<file path="src/rtl/ssp_uart_ctrl_pkg.sv">
// Shared types and widths for the SSP UART bus master and its arbiter.
package ssp_uart_ctrl_pkg;

  localparam int SSP_AW = 3;
  localparam int SSP_DW = 12;
  localparam int NREQ   = 2;

  typedef enum logic [2:0] {
    IDLE,
    SETUP,
    EN,
    EOC,
    GAP
  } state_t;

  typedef struct packed {
    logic [SSP_AW-1:0] ra;
    logic              wnr;
    logic [SSP_DW-1:0] wdata;
  } req_t;

endpackage

</file>
<file path="src/rtl/ssp_uart_rr_arb.sv">
// Two-way round-robin arbiter; the requester not granted last wins a tie.
module ssp_uart_rr_arb (
  input  logic       Clk,
  input  logic       Rst,
  input  logic [1:0] req,
  input  logic       advance,
  output logic [1:0] gnt
);

  logic last;

  always_comb begin
    gnt = '0;
    case (req)
      2'b01:   gnt = 2'b01;
      2'b10:   gnt = 2'b10;
      2'b11:   gnt = last ? 2'b01 : 2'b10;
      default: gnt = '0;
    endcase
  end

  // last resets to 1 so that requester 0 wins the first tie.
  always_ff @(posedge Clk) begin
    if (!Rst) begin
      last <= 1'b1;
    end else if (advance) begin
      last <= gnt[1];
    end
  end

endmodule

</file>
<file path="src/rtl/ssp_uart_ctrl.sv">
// SSP bus master: arbitrates two requesters and runs each register access
// through a fixed-timing SETUP/EN/EOC/GAP sequence on the SSP UART port.
module ssp_uart_ctrl
  import ssp_uart_ctrl_pkg::*;
#(
  parameter int EN_CYCLES  = 2,
  parameter int GAP_CYCLES = 1
) (
  input  logic                     Clk,
  input  logic                     Rst,
  input  logic [NREQ-1:0]          req_valid,
  output logic [NREQ-1:0]          req_ready,
  input  logic [NREQ*SSP_AW-1:0]   req_ra,
  input  logic [NREQ-1:0]          req_wnr,
  input  logic [NREQ*SSP_DW-1:0]   req_wdata,
  output logic                     rsp_valid,
  output logic                     rsp_id,
  output logic [SSP_DW-1:0]        rsp_rdata,
  output logic                     busy,
  output logic                     SSP_SSEL,
  output logic [SSP_AW-1:0]        SSP_RA,
  output logic                     SSP_WnR,
  output logic                     SSP_En,
  output logic                     SSP_EOC,
  output logic [SSP_DW-1:0]        SSP_DI,
  input  logic [SSP_DW-1:0]        SSP_DO
);

  localparam logic [3:0] EN_LOAD  = 4'(EN_CYCLES - 1);
  localparam logic [3:0] GAP_LOAD = 4'(GAP_CYCLES - 1);

  state_t     state, state_next;
  logic [3:0] cnt;
  req_t       lat;
  logic       lat_id;
  logic [1:0] gnt;
  logic       accept;
  req_t       win_req;
  logic       win_id;
  logic       active;

  ssp_uart_rr_arb u_arb (
    .Clk     (Clk),
    .Rst     (Rst),
    .req     (req_valid),
    .advance (accept),
    .gnt     (gnt)
  );

  // Grant is only exposed in IDLE and never while reset is held.
  assign req_ready = (Rst && state == IDLE) ? gnt : '0;
  assign accept    = |req_ready;

  // NOTE: every signal written here gets a default first, so no path leaves
  // it unassigned and no latch is inferred.
  always_comb begin
    win_req = '0;
    win_id  = 1'b0;
    for (int i = 0; i < NREQ; i++) begin
      if (gnt[i]) begin
        win_req.ra    = req_ra[i*SSP_AW +: SSP_AW];
        win_req.wnr   = req_wnr[i];
        win_req.wdata = req_wdata[i*SSP_DW +: SSP_DW];
        win_id        = 1'(i);
      end
    end
  end

  always_comb begin
    state_next = state;
    case (state)
      IDLE:    if (accept) state_next = SETUP;
      SETUP:   state_next = EN;
      EN:      if (cnt == 4'd0) state_next = EOC;
      EOC:     state_next = (GAP_CYCLES == 0) ? IDLE : GAP;
      GAP:     if (cnt == 4'd0) state_next = IDLE;
      default: state_next = IDLE;
    endcase
  end

  // NOTE: state is updated with non-blocking assignments so every register
  // in this block sees pre-edge values regardless of statement order.
  always_ff @(posedge Clk) begin
    if (!Rst) begin
      state     <= IDLE;
      cnt       <= '0;
      lat       <= '0;
      lat_id    <= 1'b0;
      rsp_valid <= 1'b0;
      rsp_id    <= 1'b0;
      rsp_rdata <= '0;
    end else begin
      state     <= state_next;
      rsp_valid <= 1'b0;
      case (state)
        IDLE: begin
          if (accept) begin
            lat    <= win_req;
            lat_id <= win_id;
          end
        end
        SETUP: cnt <= EN_LOAD;
        EN, GAP: begin
          if (cnt != 4'd0) cnt <= cnt - 4'd1;
        end
        EOC: begin
          // DO is captured at the end of EOC; the pulse lands in the next cycle.
          cnt       <= GAP_LOAD;
          rsp_valid <= 1'b1;
          rsp_id    <= lat_id;
          rsp_rdata <= lat.wnr ? '0 : SSP_DO;
        end
        default: cnt <= '0;
      endcase
    end
  end

  assign active   = (state == SETUP) || (state == EN) || (state == EOC);
  assign busy     = (state != IDLE);
  assign SSP_SSEL = active;
  assign SSP_En   = (state == EN);
  assign SSP_EOC  = (state == EOC);
  assign SSP_RA   = active ? lat.ra    : '0;
  assign SSP_WnR  = active ? lat.wnr   : 1'b0;
  assign SSP_DI   = active ? lat.wdata : '0;

endmodule

</file>
<file path="config.mk">
export PLATFORM = sky130hd
export DESIGN_NAME = ssp_uart_ctrl
export DESIGN_NICKNAME = d
export VERILOG_FILES = /design/src/rtl/ssp_uart_ctrl_pkg.sv /design/src/rtl/ssp_uart_rr_arb.sv /design/src/rtl/ssp_uart_ctrl.sv
export SDC_FILE = /design/constraint.sdc
export NUM_CORES = 1
export LEC_CHECK = 0
export ABC_AREA = 1
export BUFFER_PORTS_ARGS = -buffer_cell sky130_fd_sc_hd__buf_2
export CORE_MARGIN = 2
export CORE_UTILIZATION = 47
export DETAILED_ROUTE_END_ITERATION = 8
export GPL_ROUTABILITY_DRIVEN = 0
export PLACE_DENSITY = 0.79
export SETUP_SLACK_MARGIN = 0.05
export SLEW_MARGIN = 20
export SYNTH_ARGS = -nofsm -noshare
export SYNTH_HDL_FRONTEND = slang
export SYNTH_HIERARCHICAL = 1
export SYNTH_SLANG_ARGS = --single-unit
</file>
<file path="constraint.sdc">
create_clock -name Clk -period 1.8 [get_ports Clk]
set_input_delay 0.27 -clock Clk [delete_from_list [all_inputs] [get_ports Clk]]
set_output_delay 0.27 -clock Clk [all_outputs]
set_load 0.02 [all_outputs]
</file>
==> impl_metrics.csv <==
group,metric,value,unit
drt,drtPass1Iterations,4,
synth,yosysTopAreaCell,"dfxtp_1",
synth,synth.distinct_cells,28,
critical_path,timing.rr.start,"u_arb/last",
placement,placed_area,0.00239,sq mm
synth,yosysMostFrequentCell,"nand2_1",
finish,diodes,0,
synth,synth.area.top_cells,"dfxtp_1, nand2_1, nand3_1, nor2_1, inv_1",
critical_path,path_max_fanout,16,
finish,syn_to_final_growth,29.9,%
global_route,grt_pass1_wl,7570,microns
global_route,grt_pass1_vias,1729,
placement,hpwl,3640,microns
global_route,grt_remaining_overflow,0,
drt,drc_errors,0,
status,status,"complete, no violations",
critical_path,ff2ff_setup_slack,0.27,ns
placement,io_buffers,83,
clocking,cts_inserted_buffers,5,
drt,post_drt_wl_per_cell,11.3,microns
hold_path,hold_depth,3,
power,p_per_area,1380,mW/mm^2
drt,drt_iter0_drc,100,
clocking,root_buffer,"clkbuf_8",
hold_path,hold_end,"rsp_rdata[11]",
critical_path,required,1.53,ns
drt,finalWirelength,4820,microns
timing,hold_violations,0,
clocking,clk_latency,0.29,ns
global_route,grt_max_degree,33,
hold_path,hold_class,"in2reg",
critical_path,critPathKind,"reg2out",
timing,setup_ws,0.130,ns
synth,synth_common_cells,"nand2_1, nor2_1, nand3_1",
global_route,grt_antenna_before_repair,0,
finish,nets,427,
synth,ys_seq_area_frac,0.399,
critical_path,crit_path_end_kind,"primary output",
finish,final_cells,428,
critical_path,arrival,1.40,ns
timing,relSlewSlack,0.637,
clocking,clk_path_buf_depth,2,
placement,dp.cells,419,
synth,synth-edff-count,0,
synth,async_reset_ff_frac,0,
timing,slew_violations,0,
drt,vias_per_cell,4.86,
synth,synth_seq_cells,39,
hold_path,min_from,"SSP_DO[11]",
floorplanning,core,0.00400,sq mm
finish,layout.cell_area.non_filler,0.00254,sq mm
power,vdd_drop_max,0.000629,V
timing,finalCriticalPeriod,1.67,ns
synth,synth_top_area_frac,0.399,
drt,ant_nets,0,
clocking,cts_max_level,2,
floorplanning,die_w,68.5,microns
clocking,cts.sinks,39,
critical_path,r2r_cells,6,
global_route,grt_use_total,0.215,
synth,netlist_area,0.00196,sq mm
timing,setup_viol,0,
placement,dp_slack,0.226,ns
floorplanning,start_util,0.489,
timing,finClkSkew,0.00587,ns
floorplanning,ioPinCount,84,
power,power.leakage,0.00138,uW
synth,synthesis.nets,344,
critical_path,start_kind,"flip-flop",
timing,rsz0062_at_grt,"false",
finish,drive_above_1_share,0.286,
synth,syn_inst,294,
timing,fin_tns_setup,0,ns
floorplanning,dieArea,0.00469,sq mm
run,cap_violations,0,
timing,period_share,0.928,
clocking,path_clk_slew,0.08,ns
timing,worst_slew_pin_slew,0.542,ns
synth,ys.flop_type,"dfxtp_1",
floorplanning,die_h,68.5,microns
clocking,tritoncts,"yes",
drt,vias,2080,
clocking,hold_buffers,0,
floorplanning,placementRows,23,
synth,yosys_warnings,6,
timing,fmax,0.599,GHz
synth,synth.avg_cell_area,6.65,sq um
critical_path,worstReg2RegEnd,"lat[6]",
[layout by cell type (no fill, tap or decap), drive strengths merged]
cell and count:
nor3 1, nand2 65, buf 90, nor2 61
and2 1, nand4 2, dfxtp 39, ha 2
clkbuf 6, o21ai 18, inv 35, xor2 1
nand3 47, bufinv 2, a21oi 5, a21boi 1
nand3b 2
[where the power goes]
group / leakage, uW / switching (uW) / internal (uW)
clock: 0.0000654 / 306 / 554
sequential: 0.000319 / 111 / 1040
combinational: 0.000996 / 1010 / 505
total: 0.00138 / 1420 / 2100
[worst max-delay path by stage]
stage / start / end / slack, ns
3_3_place_gp: req_valid[0] / lat[2] / 0.25
6_report: state[0] / SSP_DI[7] / 0.13
5_1_grt: state[2] / SSP_EOC / 0.06
3_5_place_dp: req_valid[0] / lat[5] / 0.23
2_1_floorplan: state[0] / SSP_DI[10] / 0.09
4_1_cts: state[0] / SSP_DI[7] / 0.09
[repair_timing]
item                                    4_1_cts  5_1_grt
buffers inserted                              0        1
endpoints found under the setup margin       16       18
pin swaps                                     0        2
resized for setup                             1        4
[registers in the layout, indices dropped and copies added (netlist names)]
name and count:
u_arb/last 1, rsp_valid 1, state 3, rsp_rdata 12, lat 16, rsp_id 1
lat_id 1, cnt 4
[worst max-delay path, cell delays in order, from the launching register on]
cell	delay (ns)
dfxtp_1	0.43
nor2_4	0.08
nor2_2	0.15
inv_4	0.11
nor2_1	0.14
buf_2	0.19
[per-stage QoR]
step / power [uW] / utilization / hold slack (ns)
2_1_floorplan: 2260 / - / 0.398
6_report: 3520 / 0.635 / 0.189
3_5_place_dp: 2610 / 0.598 / 0.457
3_3_place_gp: 2580 / 0.598 / 0.452
4_1_cts: 3480 / 0.631 / 0.184
5_1_grt: 3780 / 0.635 / 0.191
[final cells by class]
class | instances | area [sq um]
Tap cell | 50 | 62.6
Sequential cell | 39 | 782
Timing Repair Buffer | 90 | 472
Multi-Input combinational cell | 206 | 951
Clock inverter | 2 | 60.1
Fill cell | 381 | 1460
Clock buffer | 6 | 72.6
Inverter | 35 | 141
[per-layer routing]
layer	global-route usage	wire, microns	up-vias
met5	0	0	-
met4	0.0750	57	0
met3	0.0552	289	7
met2	0.338	2260	64
met1	0.286	2210	919
li1	-	-	1090
[cell families (layout without fill, tap and decap cells)]
group | Yosys count | in the layout | synth area share
AO/OA/AOI/OAI | 24 | 24 | 0.0685
buffers and inverters | 49 | 133 | 0.116
adder cells (fa/ha/maj) | 2 | 2 | 0.0128
AND/OR/NAND/NOR | 179 | 179 | 0.399
flip-flops | 39 | 39 | 0.399
XOR/XNOR | 1 | 1 | 0.00448
Note: power is estimated with default switching activity, not from simulation.
